==> src/rtl/apb_timer_slave_pkg.sv <==
// Shared definitions for the APB timer slave: register offsets, bit indices, phase FSM states.
package apb_timer_slave_pkg;

  localparam logic [1:0] TMR_CTRL   = 2'd0;
  localparam logic [1:0] TMR_LOAD   = 2'd1;
  localparam logic [1:0] TMR_VALUE  = 2'd2;
  localparam logic [1:0] TMR_STATUS = 2'd3;

  localparam int unsigned CTRL_EN        = 0;
  localparam int unsigned CTRL_PERIODIC  = 1;
  localparam int unsigned CTRL_IE        = 2;
  localparam int unsigned CTRL_PRESC_LSB = 8;
  localparam int unsigned CTRL_PRESC_MSB = 15;

  localparam int unsigned STATUS_TF   = 0;
  localparam int unsigned STATUS_PERR = 1;

  typedef enum logic [1:0] {
    StIdle   = 2'd0,
    StSetup  = 2'd1,
    StAccess = 2'd2
  } apb_state_e;

  function automatic logic [31:0] status_word(input logic tf, input logic perr);
    logic [31:0] w;
    w              = 32'd0;
    w[STATUS_TF]   = tf;
    w[STATUS_PERR] = perr;
    return w;
  endfunction

endpackage

==> src/rtl/apb_slave_if.sv <==
// APB phase tracker: IDLE/SETUP/ACCESS sequencing, write/read strobes and protocol-error detect.
module apb_slave_if
  import apb_timer_slave_pkg::*;
(
  input  logic       clk_i,
  input  logic       rst_ni,
  input  logic       psel_i,
  input  logic       penable_i,
  input  logic       pwrite_i,
  input  logic [1:0] paddr_i,
  output logic       wr_en_o,
  output logic       rd_en_o,
  output logic [1:0] reg_sel_o,
  output logic       perr_pulse_o
);

  apb_state_e state_q;

  // An enable strobe is only legal directly after a setup phase.
  always_comb begin
    perr_pulse_o = psel_i & penable_i & (state_q != StSetup);
    wr_en_o      = psel_i & penable_i & pwrite_i & (state_q == StSetup);
    rd_en_o      = psel_i & ~penable_i & ~pwrite_i;
    reg_sel_o    = paddr_i;
  end

  always_ff @(posedge clk_i or negedge rst_ni) begin
    if (!rst_ni) begin
      state_q <= StIdle;
    end else begin
      case (state_q)
        StIdle: begin
          if (psel_i && !penable_i) state_q <= StSetup;
        end
        StSetup: begin
          if (!psel_i) begin
            state_q <= StIdle;
          end else if (penable_i) begin
            state_q <= StAccess;
          end
        end
        StAccess: begin
          state_q <= (psel_i && !penable_i) ? StSetup : StIdle;
        end
        default: state_q <= StIdle;
      endcase
    end
  end

endmodule

==> src/rtl/apb_timer_slave.sv <==
// Zero-wait-state APB timer: down-counter with one-shot/periodic reload and level IRQ.
// Optional prescaler (CTRL[15:8]) is built when APB_TIMER_PRESCALER_EN is defined.
module apb_timer_slave
  import apb_timer_slave_pkg::*;
#(
  parameter int unsigned CNT_W    = 32,
  parameter logic [31:0] RST_LOAD = 32'd0
) (
  input  logic        HCLK,
  input  logic        HRESETn,
  input  logic        PSEL,
  input  logic        PENABLE,
  input  logic        PWRITE,
  input  logic [31:0] PADDR,
  input  logic [31:0] PWDATA,
  output logic [31:0] PRDATA,
  output logic        IRQ
);

  logic             wr_en, rd_en, perr_pulse;
  logic [1:0]       reg_sel;
  logic             wr_ctrl, wr_load, wr_status;
  logic             tick, fire;
  logic [7:0]       presc_rd;
  logic [31:0]      rd_mux;

  logic             en_q, en_d;
  logic             periodic_q, periodic_d;
  logic             ie_q, ie_d;
  logic             tf_q, tf_d;
  logic             perr_q, perr_d;
  logic [CNT_W-1:0] load_q, load_d;
  logic [CNT_W-1:0] value_q, value_d;

  logic unused_paddr;
  assign unused_paddr = ^{PADDR[31:4], PADDR[1:0]};

  apb_slave_if u_apb_slave_if (
    .clk_i        (HCLK),
    .rst_ni       (HRESETn),
    .psel_i       (PSEL),
    .penable_i    (PENABLE),
    .pwrite_i     (PWRITE),
    .paddr_i      (PADDR[3:2]),
    .wr_en_o      (wr_en),
    .rd_en_o      (rd_en),
    .reg_sel_o    (reg_sel),
    .perr_pulse_o (perr_pulse)
  );

  assign wr_ctrl   = wr_en && (reg_sel == TMR_CTRL);
  assign wr_load   = wr_en && (reg_sel == TMR_LOAD);
  assign wr_status = wr_en && (reg_sel == TMR_STATUS);

`ifdef APB_TIMER_PRESCALER_EN
  logic [7:0] presc_q, presc_d;
  logic [7:0] pcnt_q, pcnt_d;

  // Tick on the last cycle of each PRESC+1 window; a CTRL write restarts the window.
  assign tick     = en_q && (pcnt_q == presc_q);
  assign presc_rd = presc_q;

  always_comb begin
    presc_d = wr_ctrl ? PWDATA[CTRL_PRESC_MSB:CTRL_PRESC_LSB] : presc_q;
    pcnt_d  = (!en_q || wr_ctrl || tick) ? 8'd0 : pcnt_q + 8'd1;
  end

  always_ff @(posedge HCLK or negedge HRESETn) begin
    if (!HRESETn) begin
      presc_q <= 8'd0;
      pcnt_q  <= 8'd0;
    end else begin
      presc_q <= presc_d;
      pcnt_q  <= pcnt_d;
    end
  end
`else
  assign tick     = en_q;
  assign presc_rd = 8'd0;
`endif

  assign fire = tick && (value_q == '0);

  always_comb begin
    en_d       = en_q;
    periodic_d = periodic_q;
    ie_d       = ie_q;
    tf_d       = tf_q;
    perr_d     = perr_q;
    load_d     = load_q;
    value_d    = value_q;

    if (tick) begin
      if (value_q != '0) begin
        value_d = value_q - CNT_W'(1);
      end else if (periodic_q) begin
        value_d = load_q;
      end else begin
        en_d = 1'b0;
      end
    end

    // Bus writes are applied after the counter so they win over same-cycle hardware updates.
    if (wr_load) begin
      load_d  = PWDATA[CNT_W-1:0];
      value_d = PWDATA[CNT_W-1:0];
    end
    if (wr_ctrl) begin
      en_d       = PWDATA[CTRL_EN];
      periodic_d = PWDATA[CTRL_PERIODIC];
      ie_d       = PWDATA[CTRL_IE];
    end

    // W1C first, hardware set last: set wins on collision.
    if (wr_status && PWDATA[STATUS_TF])   tf_d   = 1'b0;
    if (wr_status && PWDATA[STATUS_PERR]) perr_d = 1'b0;
    if (fire)       tf_d   = 1'b1;
    if (perr_pulse) perr_d = 1'b1;
  end

  always_comb begin
    rd_mux = 32'd0;
    case (reg_sel)
      TMR_CTRL: begin
        rd_mux[CTRL_EN]                       = en_q;
        rd_mux[CTRL_PERIODIC]                 = periodic_q;
        rd_mux[CTRL_IE]                       = ie_q;
        rd_mux[CTRL_PRESC_MSB:CTRL_PRESC_LSB] = presc_rd;
      end
      TMR_LOAD:  rd_mux[CNT_W-1:0] = load_q;
      TMR_VALUE: rd_mux[CNT_W-1:0] = value_q;
      default:   rd_mux            = status_word(tf_q, perr_q);
    endcase
  end

  always_ff @(posedge HCLK or negedge HRESETn) begin
    if (!HRESETn) begin
      en_q       <= 1'b0;
      periodic_q <= 1'b0;
      ie_q       <= 1'b0;
      tf_q       <= 1'b0;
      perr_q     <= 1'b0;
      load_q     <= RST_LOAD[CNT_W-1:0];
      value_q    <= RST_LOAD[CNT_W-1:0];
      PRDATA     <= 32'd0;
      IRQ        <= 1'b0;
    end else begin
      en_q       <= en_d;
      periodic_q <= periodic_d;
      ie_q       <= ie_d;
      tf_q       <= tf_d;
      perr_q     <= perr_d;
      load_q     <= load_d;
      value_q    <= value_d;
      // Snapshot at the read setup edge; held through access and any later writes.
      if (rd_en) PRDATA <= rd_mux;
      IRQ        <= tf_q & ie_q;
    end
  end

endmodule

==> config.mk <==
export PLATFORM = sky130hd
export DESIGN_NAME = apb_timer_slave
export DESIGN_NICKNAME = d
export VERILOG_FILES = /design/src/rtl/apb_timer_slave_pkg.sv /design/src/rtl/apb_slave_if.sv /design/src/rtl/apb_timer_slave.sv
export SDC_FILE = /design/constraint.sdc
export NUM_CORES = 1
export LEC_CHECK = 0
export CORE_UTILIZATION = 57
export DETAILED_ROUTE_END_ITERATION = 8
export PLACE_DENSITY_LB_ADDON = 0.1
export SLEW_MARGIN = 10
export SYNTH_ARGS = -nofsm -noshare
export SYNTH_HDL_FRONTEND = slang
export SYNTH_SLANG_ARGS = --single-unit
==> constraint.sdc <==
create_clock -name HCLK -period 4.4 [get_ports HCLK]
set_input_delay 0.88 -clock HCLK [delete_from_list [all_inputs] [get_ports HCLK]]
set_output_delay 0.88 -clock HCLK [all_outputs]
set_load 0.1 [all_outputs]
### After elaboration in Yosys (flattened, before gate mapping)

Index checks and enable logic that the tools add are counted.

| cells by class | value |
|---|---|
| $add $sub $neg | 1 |
| eq/ne operators | 8 |
| multiplexer cells | 21 |
| bitwise logic cells | 9 |
| reduce and logical (&&, ||, !) cells | 18 |

Operators by type and width:

| operator | count |
|---|---|
| $mux W32 | 4 |
| $logic_not A32 Y1 | 1 |
| $pmux W16 S2 | 1 |
| $reduce_bool A32 Y1 | 1 |
| $sub A32 B1 Y32 const B | 1 |
| $pmux W8 S2 | 1 |
| $pmux W5 S2 | 1 |
| $mux W1 | 9 |
| $pmux W3 S3 | 1 |
| $and A1 B1 Y1 | 7 |
| $logic_and A1 B1 Y1 | 7 |
| $eq A2 B2 Y1 const B | 3 |
| $mux W2 | 3 |
| $pmux W2 S3 | 1 |
| $reduce_bool A2 Y1 | 3 |
| $eq A2 B1 Y1 const B | 2 |
| $logic_not A2 Y1 | 2 |
| $ne A2 B1 Y1 const B | 2 |
| $reduce_and A2 Y1 | 2 |
| $ne A3 B3 Y1 const B | 1 |
| $reduce_bool A3 Y1 | 1 |
| $not A1 Y1 | 2 |
| $logic_not A1 Y1 | 1 |

| storage, ports and cells | value |
|---|---|
| register bits | 104 |
| output and inout bits | 33 |
| word-level logic and storage cells | 67 |

### Logic depth before layout (Yosys ltp)

| depth | value |
|---|---|
| depth in word-level cells | 7 |
| mapped depth | 10 |
| depth with buffers taken out | 8 |

### Modules after synthesis

A second synthesis with hierarchy kept.

| unflattened totals | value |
|---|---|
| cell total of the unflattened synthesis | 633 |
| area, all modules | 5520.3 µm² |

Modules (own cells, without submodules):

| module | instances | cells an instance | area each (µm²) | sequential area each (µm²) |
|---|---|---|---|---|
| apb_timer_slave | 1 | 621 | 5411.4 | 2552.4 |
| apb_slave_if | 1 | 12 | 108.9 | 50.0 |

### Worst setup path before layout

No wires, ideal clock.

| timing path | value |
|---|---|
| path type | reg-to-reg |
| from | register value_q[15] |
| to | register value_q[26] |
| library setup time | 127 ps |
| arrival time | 2566 ps |
| data required time | 4273 ps |
| setup slack | 1707 ps |
| cell stages (with the launch flop) | 8 |
| buffers on the path | 1 |
| path through | dfrtp_1 or4_1 clkbuf_1 or4_4 nor3_4 mux2_2 a211oi_1 a21oi_1 |

| between the ends | value |
|---|---|
| cells in the longest elaborated chain, start to end | 4 |
| elaborated cells on any way between the ends | 7 |
| those cells by class | add/sub (1); mux (3); reduce/logical (3) |

Ends and longest elaborated chain:

| element | RTL line | source |
|---|---|---|
| start, declared | apb_timer_slave.sv:33 | `logic [CNT_W-1:0] value_q, value_d;` |
| start signal, assigned | apb_timer_slave.sv:144 | `value_q <= RST_LOAD[CNT_W-1:0];` |
| start signal, assigned | apb_timer_slave.sv:154 | `value_q <= value_d;` |
| $sub A32 B1 Y32 / $reduce_bool A32 Y1 (equally long branches) | apb_timer_slave.sv:95, apb_timer_slave.sv:94 |  |
| $mux W32 | apb_timer_slave.sv:94 | `if (value_q != '0) begin` |
| $mux W32 | apb_timer_slave.sv:93 | `if (tick) begin` |
| $mux W32 | apb_timer_slave.sv:104 | `if (wr_load) begin` |

Parallel ways exist; a longest one is shown, timed or not. The select of a mux whose other input is x is not followed.
A chain may end at the register's enable or synchronous reset.

### Worst setup path in the final report

| timing path | value |
|---|---|
| from | register value_q[8] |
| to | register value_q[2] |

| between the ends | value |
|---|---|
| cells in the longest elaborated chain, start to end | 4 |
| elaborated cells on any way between the ends | 6 |
| those cells by class | mux (3); reduce/logical (3) |

Ends and longest elaborated chain:

| element | RTL line |
|---|---|
| $reduce_bool A32 Y1 (*) | apb_timer_slave.sv:94 |
| $mux W32 | apb_timer_slave.sv:94 |
| $mux W32 | apb_timer_slave.sv:93 |
| $mux W32 | apb_timer_slave.sv:104 |

Every way passes the cells marked *; elsewhere a longest branch is shown, timed or not. The select of a mux whose other input is x is not followed.

==> flow_metrics.tcl <==
set metrics [dict create \
    netlist_top_cells_area "dfrtp_1 (46%), nand2_1 (8.6%), a22o_1 (4.8%), nor2_1 (4.4%), a22oi_1 (3.9%)" \
    cts_resized 0 \
    crit_required_ns 4.65 \
    netlist_instances 633 \
    synth-edff-count 0 \
    yosys_warnings 0 \
    dpl_worst_slack_ns 1.061 \
    cts_sinks 104 \
    syn_area_per_cell_um2 8.851 \
    wirelength_um 14320 \
    num_antenna_cells 0 \
    synth_top_cell_by_area "dfrtp_1" \
    ff2ff_path_depth 7 \
    min_period_over_period_pct 72.26 \
    slowest_delay_ns 0.74 \
    setup_viol 0 \
    synthToLayoutAreaGrowth_pct 16.17 \
    rows 35 \
    final_cell_area_um2 6509 \
    grt_pass1_wl_um 23880 \
    syn_nets 709 \
    async_reset_ff_share_pct 100.0 \
    drt_iter0_markers 382 \
    dp.cells 792 \
    gp_congestion 0.8992 \
    clockBufferDepth 2 \
    drv_slew 0 \
    place_area_um2 6335 \
    drive_gt1_share_pct 6.627 \
    synth_ff_type "dfrtp_1" \
    cts.clk_slew.worst_paths_ns 0.10 \
    power-per-cell-area_nw_per_um2 433.5 \
    peakVddDrop_uv 305.3 \
    grt_max_degree 63 \
    grt_util_met3_pct 4.900 \
    leakage_nw 2.744 \
    startpoint_type "register" \
    vias 5011 \
    htree_levels 3 \
    fin_ws_ns 1.221 \
    timing_worst_setup_path_type "reg2reg" \
    yosysUniqueCellTypes 60 \
    cts_tree "built" \
    fin_tns_setup_ns 0 \
    fillers 765 \
    r2r_slack_ns 1.22 \
    wl_per_cell_um 17.72 \
    portBuffers 71 \
    die_area_um2 10230 \
    synth_most_common_cell "nand2_1" \
    worstPathCellList "nor4_1 > nand4b_1 > or3_1 > buf_4 > nand2_2 > a21oi_1 > a221o_1" \
    period_needed_ns 3.179 \
    fin_cells 808 \
    cp_slowest_cell "nor4_1" \
    die_w_um 101.1 \
    yosysSeqAreaShare_pct 46.45 \
    final_net_count 750 \
    startpoint "value_q[8]" \
    critPathCaptureType "register" \
    numCtsBuffers 9 \
    start_util_pct 59.79 \
    hold_start "u_apb_slave_if.state_q[0]" \
    dp.final_hpwl_um 9656 \
    hold_violations 0 \
    hold_class "reg2reg" \
    worstPathMaxFanout 20 \
    met2_usage_pct 49.66 \
    max_freq_ghz 0.3145 \
    grt_pass1_vias 4842 \
    antenna_left 0 \
    syn-cell-area_um2 5603 \
    postCtsSetupBuffers 0 \
    yosys_register_bits 104 \
    skew_ns 0.01619 \
    cap_violations 0 \
    r2r-start "value_q[8]" \
    grt_most_used_layer "met2" \
    rsz0062_at_grt "false" \
    grt_use_total_pct 29.92 \
    fp.coreArea_um2 9371 \
    grtUsageMet1_pct 40.14 \
    synth_top_area_share_pct 46.45 \
    die_h_um 101.1 \
    drt_first_pass_iters 5 \
    hold_buffers 0 \
    relSlewSlack_pct 27.53 \
    worst_pin_slew_ns 1.087 \
    root_buffer "clkbuf_8" \
    antenna_found_initial 0 \
    drc 0 \
    viasPerCell 6.202 \
    critPathArrivalTime_ns 3.43 \
    hold_depth 1 \
    clk_latency_ns 0.38 \
    synthTopCellsByCount "nand2_1 (128), dfrtp_1 (104), nor2_1 (66)" \
    grt-ovfl-total 0 \
    outcome "complete, no violations" \
    io_pins 102 \
]
[logic make-up (layout without fill, tap and decap cells)]
family | after synthesis | count (layout) | synth area share (%)
AO/OA/AOI/OAI | 168 | 168 | 21.60
adder cells (fa/ha/maj) | 7 | 7 | 1.563
flip-flops | 104 | 104 | 46.45
AND/OR/NAND/NOR | 273 | 273 | 22.29
buffers and inverters | 62 | 108 | 4.891
XOR/XNOR | 13 | 13 | 2.032
multiplexers | 6 | 6 | 1.183
[registers in the layout (all words and copies together) (netlist names), 2 cells and up]
register,flops
PRDATA,32
load_q,32
u_apb_slave_if.state_q,2
value_q,32
[layout make-up]
class                           count  area (µm²)  area share [%]
Clock buffer                       11       141.4           2.172
Multi-Input combinational cell    467        2731           41.96
Sequential cell                   104        2603           39.98
Inverter                            7       26.28          0.4037
Timing Repair Buffer               85       813.3           12.50
Tap cell                          129       161.4           2.480
Clock inverter                      5       32.53          0.4998
[worst paths after layout]
check / to
setup reg to reg: value_q[2]
hold reg to reg: u_apb_slave_if.state_q[0]
max in group asynchronous: load_q[17]
hold / removal: u_apb_slave_if.state_q[0]
min in group asynchronous: value_q[3]
setup / recovery: value_q[2]
[per-layer routing]
metal	vias to the layer above	wire (µm)
li1	2368	-
met3	28	925
met1	2418	6193
met4	0	258
met2	197	6943
met5	-	0
[report_power, final]
group	leakage (nW)	internal [mW]	switching [mW]
clock network	0.0813	0.220	0.331
logic	1.35	0.334	0.579
registers	1.32	1.12	0.237
[layout by cell type, fill, tap and decap left out, types with 3 or more instances in the layout]
cell type / Yosys / final
a211oi_1: 7 / 7
a21oi_1: 16 / 16
a222oi_1: 3 / 3
a22o_1: 31 / 31
a22oi_1: 29 / 29
a31oi_1: 11 / 11
a41oi_1: 3 / 3
and2_1: 4 / 4
and3_1: 5 / 5
buf_4: 1 / 15
clkbuf_8: 0 / 10
clkdlybuf4s50_1: 0 / 70
clkinvlp_4: 0 / 3
dfrtp_1: 104 / 104
ha_1: 7 / 7
inv_1: 7 / 7
mux2_2: 5 / 5
nand2_1: 128 / 128
nand3_1: 10 / 9
nand4_1: 6 / 6
nor2_1: 66 / 66
nor2b_1: 3 / 3
nor3_1: 13 / 13
nor4_1: 13 / 13
o211ai_1: 11 / 11
o21ai_0: 28 / 28
o21ai_1: 4 / 4
o2bb2ai_1: 5 / 5
o31ai_1: 3 / 3
or3_1: 4 / 4
or4_1: 3 / 3
or4_4: 3 / 3
xnor2_1: 8 / 8
xor2_1: 5 / 5
[through the flow]
stage / util, % / total power [mW] / hold slack [ns]
2_1_floorplan: - / 2.004 / 0.4266
3_3_place_gp: 67.60 / 2.240 / 0.4358
3_5_place_dp: 67.60 / 2.271 / 0.4518
4_1_cts: 69.45 / 2.817 / 0.4663
5_1_grt: 69.45 / 2.961 / 0.4875
6_report: 69.45 / 2.821 / 0.4633
[worst max-delay path, delay by kind of cell (launching register included)]
family,cells,cell delay [ns]
buffers and inverters,1,0.31
AND/OR/NAND/NOR,4,1.94
flip-flops,1,0.47
AO/OA/AOI/OAI,2,0.33
No activity file was read; power rests on OpenSTA's default activity.
